$ cat src/rtl/mpu_load_if.sv
// rtl/mpu_load_if.sv - element stream from external memory into the matrix load path
interface mpu_load_if #(
    parameter int FPBITS = 31
) ();
    logic              mem_load_valid_in;
    logic [FPBITS:0]   mem_load_element_in;
    logic              mem_load_ready_out;

    modport master (
        output mem_load_valid_in,
        output mem_load_element_in,
        input  mem_load_ready_out
    );

    modport slave (
        input  mem_load_valid_in,
        input  mem_load_element_in,
        output mem_load_ready_out
    );
endinterface

$ cat src/rtl/mpu_load.sv
// rtl/mpu_load.sv - memory to matrix register file loader, row-major element writes
// Optional MPU_LOAD_SIZE_CHECK_EN: reject zero/oversized starts with a load_error_out pulse.
module mpu_load #(
    parameter int FPBITS          = 31,
    parameter int MBITS           = 2,
    parameter int NBITS           = 2,
    parameter int MATRIX_REG_BITS = 3
`ifdef MPU_LOAD_SIZE_CHECK_EN
    ,parameter int MROWS_MAX      = 3
    ,parameter int NCOLS_MAX      = 3
`endif
) (
    input  logic                       clk,
    input  logic                       rst_n,
    mpu_load_if.slave                  mem,
    input  logic                       mem_load_en_in,
    input  logic [MBITS:0]             mem_m_load_size_in,
    input  logic [NBITS:0]             mem_n_load_size_in,
    input  logic [MATRIX_REG_BITS:0]   mem_load_addr_in,
    output logic                       reg_load_en_out,
    output logic [FPBITS:0]            reg_load_element_out,
    output logic [MBITS:0]             reg_i_load_loc_out,
    output logic [NBITS:0]             reg_j_load_loc_out,
    output logic [MATRIX_REG_BITS:0]   reg_load_addr_out,
    output logic [MBITS:0]             reg_m_load_size_out,
    output logic [NBITS:0]             reg_n_load_size_out,
    output logic                       load_busy_out,
    output logic                       load_done_out
`ifdef MPU_LOAD_SIZE_CHECK_EN
    ,output logic                      load_error_out
`endif
);
    typedef enum logic [1:0] {
        LOAD_IDLE,
        LOAD_MATRIX,
        LOAD_DONE
    } state_t;

    localparam logic [MBITS:0] M_ONE = (MBITS+1)'(1);
    localparam logic [NBITS:0] N_ONE = (NBITS+1)'(1);
`ifdef MPU_LOAD_SIZE_CHECK_EN
    localparam logic [MBITS:0] M_MAX = (MBITS+1)'(MROWS_MAX);
    localparam logic [NBITS:0] N_MAX = (NBITS+1)'(NCOLS_MAX);
`endif

    state_t          state;
    logic [MBITS:0]  row_ptr;
    logic [NBITS:0]  col_ptr;
    logic            accept;
    logic            last_col;
    logic            last_row;
    logic            size_zero;

    assign mem.mem_load_ready_out = (state == LOAD_MATRIX);
    assign load_busy_out          = (state != LOAD_IDLE);
    assign accept                 = mem.mem_load_valid_in && mem.mem_load_ready_out;
    assign last_col               = (col_ptr == reg_n_load_size_out - N_ONE);
    assign last_row               = (row_ptr == reg_m_load_size_out - M_ONE);
    assign size_zero              = (mem_m_load_size_in == '0) || (mem_n_load_size_in == '0);

    always_ff @(posedge clk) begin
        if (!rst_n) begin
            state                <= LOAD_IDLE;
            row_ptr              <= '0;
            col_ptr              <= '0;
            reg_load_en_out      <= 1'b0;
            reg_load_element_out <= '0;
            reg_i_load_loc_out   <= '0;
            reg_j_load_loc_out   <= '0;
            reg_load_addr_out    <= '0;
            reg_m_load_size_out  <= '0;
            reg_n_load_size_out  <= '0;
            load_done_out        <= 1'b0;
`ifdef MPU_LOAD_SIZE_CHECK_EN
            load_error_out       <= 1'b0;
`endif
        end else begin
            reg_load_en_out <= 1'b0;
            load_done_out   <= 1'b0;
`ifdef MPU_LOAD_SIZE_CHECK_EN
            load_error_out  <= 1'b0;
`endif
            case (state)
                LOAD_IDLE: begin
                    if (mem_load_en_in) begin
`ifdef MPU_LOAD_SIZE_CHECK_EN
                        if (size_zero || (mem_m_load_size_in > M_MAX) ||
                            (mem_n_load_size_in > N_MAX)) begin
                            load_error_out <= 1'b1;
                        end else begin
`else
                        begin
`endif
                            reg_m_load_size_out <= mem_m_load_size_in;
                            reg_n_load_size_out <= mem_n_load_size_in;
                            reg_load_addr_out   <= mem_load_addr_in;
                            row_ptr             <= '0;
                            col_ptr             <= '0;
                            // Empty matrix still signals completion so callers never stall
                            if (size_zero) begin
                                state         <= LOAD_DONE;
                                load_done_out <= 1'b1;
                            end else begin
                                state <= LOAD_MATRIX;
                            end
                        end
                    end
                end
                LOAD_MATRIX: begin
                    if (accept) begin
                        reg_load_en_out      <= 1'b1;
                        reg_load_element_out <= mem.mem_load_element_in;
                        reg_i_load_loc_out   <= row_ptr;
                        reg_j_load_loc_out   <= col_ptr;
                        if (last_col) begin
                            col_ptr <= '0;
                            // Done pulse lands on the same cycle as the final write
                            if (last_row) begin
                                state         <= LOAD_DONE;
                                load_done_out <= 1'b1;
                            end else begin
                                row_ptr <= row_ptr + M_ONE;
                            end
                        end else begin
                            col_ptr <= col_ptr + N_ONE;
                        end
                    end
                end
                LOAD_DONE: begin
                    row_ptr <= '0;
                    col_ptr <= '0;
                    state   <= LOAD_IDLE;
                end
                default: state <= LOAD_IDLE;
            endcase
        end
    end
endmodule
$ cat src/flat_wrapper.sv
// flat-port wrapper written by rule: the top's interface ports become plain ports
module mpu_load_flat 
#(
    parameter int FPBITS          = 31,
    parameter int MBITS           = 2,
    parameter int NBITS           = 2,
    parameter int MATRIX_REG_BITS = 3

)
  (clk, rst_n, mem_load_en_in, mem_m_load_size_in, mem_n_load_size_in, mem_load_addr_in, reg_load_en_out, reg_load_element_out, reg_i_load_loc_out, reg_j_load_loc_out, reg_load_addr_out, reg_m_load_size_out, reg_n_load_size_out, load_busy_out, load_done_out, mem_mem_load_valid_in, mem_mem_load_element_in, mem_mem_load_ready_out);
  mpu_load_if #(.FPBITS(FPBITS)) mem_i ();
  input  logic clk;
  input  logic rst_n;
  input  logic mem_load_en_in;
  input  logic [MBITS:0] mem_m_load_size_in;
  input  logic [NBITS:0] mem_n_load_size_in;
  input  logic [MATRIX_REG_BITS:0] mem_load_addr_in;
  output logic reg_load_en_out;
  output logic [FPBITS:0] reg_load_element_out;
  output logic [MBITS:0] reg_i_load_loc_out;
  output logic [NBITS:0] reg_j_load_loc_out;
  output logic [MATRIX_REG_BITS:0] reg_load_addr_out;
  output logic [MBITS:0] reg_m_load_size_out;
  output logic [NBITS:0] reg_n_load_size_out;
  output logic load_busy_out;
  output logic load_done_out;
  input wire logic [$bits(mem_i.mem_load_valid_in)-1:0] mem_mem_load_valid_in;
  input wire logic [$bits(mem_i.mem_load_element_in)-1:0] mem_mem_load_element_in;
  output wire logic [$bits(mem_i.mem_load_ready_out)-1:0] mem_mem_load_ready_out;
  assign mem_i.mem_load_valid_in = mem_mem_load_valid_in;
  assign mem_i.mem_load_element_in = mem_mem_load_element_in;
  assign mem_mem_load_ready_out = mem_i.mem_load_ready_out;
  mpu_load #(.FPBITS(FPBITS), .MBITS(MBITS), .NBITS(NBITS), .MATRIX_REG_BITS(MATRIX_REG_BITS)) u_core (.clk(clk), .rst_n(rst_n), .mem(mem_i), .mem_load_en_in(mem_load_en_in), .mem_m_load_size_in(mem_m_load_size_in), .mem_n_load_size_in(mem_n_load_size_in), .mem_load_addr_in(mem_load_addr_in), .reg_load_en_out(reg_load_en_out), .reg_load_element_out(reg_load_element_out), .reg_i_load_loc_out(reg_i_load_loc_out), .reg_j_load_loc_out(reg_j_load_loc_out), .reg_load_addr_out(reg_load_addr_out), .reg_m_load_size_out(reg_m_load_size_out), .reg_n_load_size_out(reg_n_load_size_out), .load_busy_out(load_busy_out), .load_done_out(load_done_out));
endmodule
$ cat config.mk
export PLATFORM = sky130hd
export DESIGN_NAME = mpu_load_flat
export DESIGN_NICKNAME = d
export VERILOG_FILES = /design/src/rtl/mpu_load_if.sv /design/src/rtl/mpu_load.sv /design/src/flat_wrapper.sv
export SDC_FILE = /design/constraint.sdc
export NUM_CORES = 1
export LEC_CHECK = 0
export CAP_MARGIN = 5
export CORE_MARGIN = 2
export CORE_UTILIZATION = 36
export CTS_CLUSTER_SIZE = 12
export DETAILED_ROUTE_END_ITERATION = 10
export PLACE_DENSITY = 0.79
export SLEW_MARGIN = 20
export SYNTH_ARGS = -nofsm -noshare
export SYNTH_HDL_FRONTEND = slang
export SYNTH_SLANG_ARGS = --single-unit
$ cat constraint.sdc
create_clock -name clk -period 5.1 [get_ports clk]
set_input_delay 1.275 -clock clk [delete_from_list [all_inputs] [get_ports clk]]
set_output_delay 1.275 -clock clk [all_outputs]
set_load 0.01 [all_outputs]
==> impl_metrics.toml <==
[run_status]
status = "finished clean"

[route]
drt_iter0_markers = 96
routedWlPerCell_microns = 12.5
drc = 0
vias = 2160
first_pass_iters = 4
ant_nets = 0
via_per_inst = 4.77
wl_microns = 5660

[setup_path]
worst-path-buf-inv = 2
reg2reg_slack_ns = 3.25
r2r_cells = 6
cp.required_ns = 5.36
crit_family = "simple AND/OR/NAND/NOR gates"
path_max_fanout = 42
start_kind = "input pin"
worst_r2r_endpoint = "u_core.row_ptr[2]"
critical-path-max-stage-delay_ns = 0.51
worstPathCellList = "clkdlybuf4s50_1, and3b_1, buf_4, nand4_2, or4_1, nand3_1"
timing.rr.start = "u_core.reg_n_load_size_out[0]"
end_kind = "register"
path_class = "in -> reg"
slowest_stage = "clkdlybuf4s50_1"
cp.arrival_ns = 3.16

[placed_design]
numPortBuffers = 97
routabilityCongestion = 0.822
hpwl_microns = 3950
placed_area_sq_um = 3280

[yosys]
syn_inst = 279
syn_nets = 329
synth-seq-cells = 58
yosys_warnings = 0
netlist_area_sq_um = 2260
synth_top_area_share_pct = 51.4
synth-edff-count = 0
synth_flop_cell = "dfxtp_1"
ys_seq_area_share_pct = 51.4
synth_commonest_cells = "nand2_1 (103), dfxtp_1 (58), a21oi_1 (49), clkbuf_1 (14)"
synth.avg_cell_area_sq_um = 8.09
async_reset_ff_share_pct = 0
synth_largest_area_cell = "dfxtp_1"
synth_cell_types = 28
yosysMostFrequentCell = "nand2_1"
synth_area_leaders = "dfxtp_1 (51%), nand2_1 (17%), a21oi_1 (11%), clkbuf_1 (2.3%), xor2_1 (2.3%)"

[global_routing]
grt_util_all_layers_pct = 16.9
gr-total-overflow = 0
grt_pass1_vias = 2099
grt_max_degree = 43
grt_pass1_wl_microns = 9510
antenna_found_initial = 0

[worst_hold_path]
hold_end = "u_core.reg_load_element_out[1]"
min-delay-start = "u_core.reg_load_element_out[1]"
hp-class = "reg -> reg"
hold_path_depth = 2

[sta]
setup_tns_ns = 0
fin_crit_ns = 2.90
relSlewSlack_pct = 66.2
timing.fmax_mhz = 345
setup_viol = 0
max_slew.worst_pin.slew_ns = 0.504
fin_skew_ns = 0.00739
maxSlewViolCount = 0
period_share_pct = 56.8
hold_violations = 0
rsz0062_at_grt = "false"

[power_and_ir_drop]
p_int_mw = 0.761
p_clk_share_pct = 35.8
p_leak_nw = 1.28
seqPwrFrac_pct = 47.8
switching_share_pct = 25.2
pwr-share-comb_pct = 16.4
vdd_drop_max_mv = 0.143
p_switching_mw = 0.257
power_per_cell_area_nw_per_um2 = 295

[run]
max_cap_violations = 0

[layout]
drive_gt1_share_pct = 6.08
antenna_cells = 0
fin_area_sq_um = 3450
syn2layout_area_growth_pct = 52.9
final_util_pct = 57.6
final_nets = 424

[cts]
cts_max_path_buffers = 2
clock_sinks = 58
h-tree-depth = 3
cts_buffers = 9
cts-resized-gates = 0
clock_latency_ns = 0.33
post-cts-setup-buffer-count = 0
cts_root_buf = "clkbuf_8"
postCtsHoldBufs = 0
cts_tree = "yes"
clkSlewWorstSetupHoldPaths_ns = 0.06

[floorplanning]
start_util_pct = 37.7
rows = 28
die_area_sq_um = 6920
core-area_sq_um = 5990
io_pins = 98
die_x_microns = 83.2
die_h_microns = 83.2
-- placed cells by master (no fill, tap or decap), drive strengths merged, types with 2 or more instances in the layout --
cell type      count
nor3               5
nand3              5
a31o               2
clkbuf            12
nor2               6
ha                 4
a21oi             49
nand2            103
xor2               6
and2               2
inv                6
xnor3              2
dfxtp             58
clkdlybuf4s50     97
nand4              2
clkinv             4
xnor2              2
a22o               2
buf                3
-- layer usage --
| layer | vias up | track usage [%] | part of all wire [%] |
|---|---|---|---|
| met4 | 0 | 7.60 | 1.9 |
| met3 | 15 | 6.36 | 7.5 |
| met1 | 972 | 19.2 | 45 |
| met5 | - | 0 | 0 |
| li1 | 1097 | - | - |
| met2 | 76 | 28.3 | 45 |
-- flip-flops by register name, summed over array words and instances, names as in the netlist --
register and cells:
u_core.reg_load_en_out 1, u_core.state 2, u_core.load_done_out 1, u_core.reg_i_load_loc_out 3
u_core.reg_load_addr_out 4, u_core.reg_load_element_out 32, u_core.col_ptr 3, u_core.reg_n_load_size_out 3
u_core.row_ptr 3, u_core.reg_m_load_size_out 3, u_core.reg_j_load_loc_out 3
-- tightest hold or removal path: cells and delay by family (launching register included) --
family / cells / cell delay [ns]
DFF: 1 / 0.31
and+or+nand+nor: 1 / 0.05
AOI/OAI and AO/OA: 1 / 0.05
-- cells by family after synthesis --
| family | after synthesis | synth area share [%] |
|---|---|---|
| flip-flops | 58 | 51.4 |
| multiplexers | 1 | 0.665 |
| AND/OR/NAND/NOR | 127 | 23.2 |
| buffers and inverters | 23 | 3.94 |
| AO/OA/AOI/OAI | 56 | 13.4 |
| XOR/XNOR | 10 | 5.10 |
| adder cells (fa/ha/maj) | 4 | 2.22 |
-- how the worst max path moves through the flow --
stage	from	depth (start not counted)	to	slack (ns)
2_1_floorplan	mem_mem_load_valid_in	5	u_core.row_ptr[0]	2.83
3_3_place_gp	mem_mem_load_valid_in	6	u_core.row_ptr[2]	1.93
3_5_place_dp	mem_mem_load_valid_in	6	u_core.row_ptr[0]	1.88
4_1_cts	mem_mem_load_valid_in	6	u_core.row_ptr[2]	2.20
5_1_grt	mem_mem_load_valid_in	6	u_core.row_ptr[2]	2.07
6_report	mem_mem_load_valid_in	6	u_core.row_ptr[2]	2.20
-- per-stage QoR --
stage | instances | setup WS [ns] | hold WS [ns] | total power, mW
after CTS | 453 | 2.20 | 0.456 | 1.03
after detailed placement | 438 | 1.88 | 0.447 | 0.664
final | 453 | 2.20 | 0.453 | 1.02
after global routing | 453 | 2.07 | 0.474 | 1.07
after floorplan | 279 | 2.83 | 0.457 | 0.572
after global placement | 438 | 1.93 | 0.441 | 0.661
-- cell type report --
cell class	instances	area [sq um]
clock buffers	12	155
clock inverters	3	15.0
flip-flops and latches	58	1160
repair buffers	100	993
multi-input cells	198	1010
fillers	545	2540
inverters	7	26.3
well taps	75	93.8
-- power groups by stage --
stage | clock, mW | combinational, mW | sequential (mW)
6_report | 0.365 | 0.167 | 0.487
3_3_place_gp | 0 | 0.165 | 0.496
4_1_cts | 0.375 | 0.168 | 0.487
3_5_place_dp | 0 | 0.167 | 0.497
5_1_grt | 0.398 | 0.184 | 0.489
2_1_floorplan | 0 | 0.0683 | 0.504
Power figures use the tool's default switching activity.
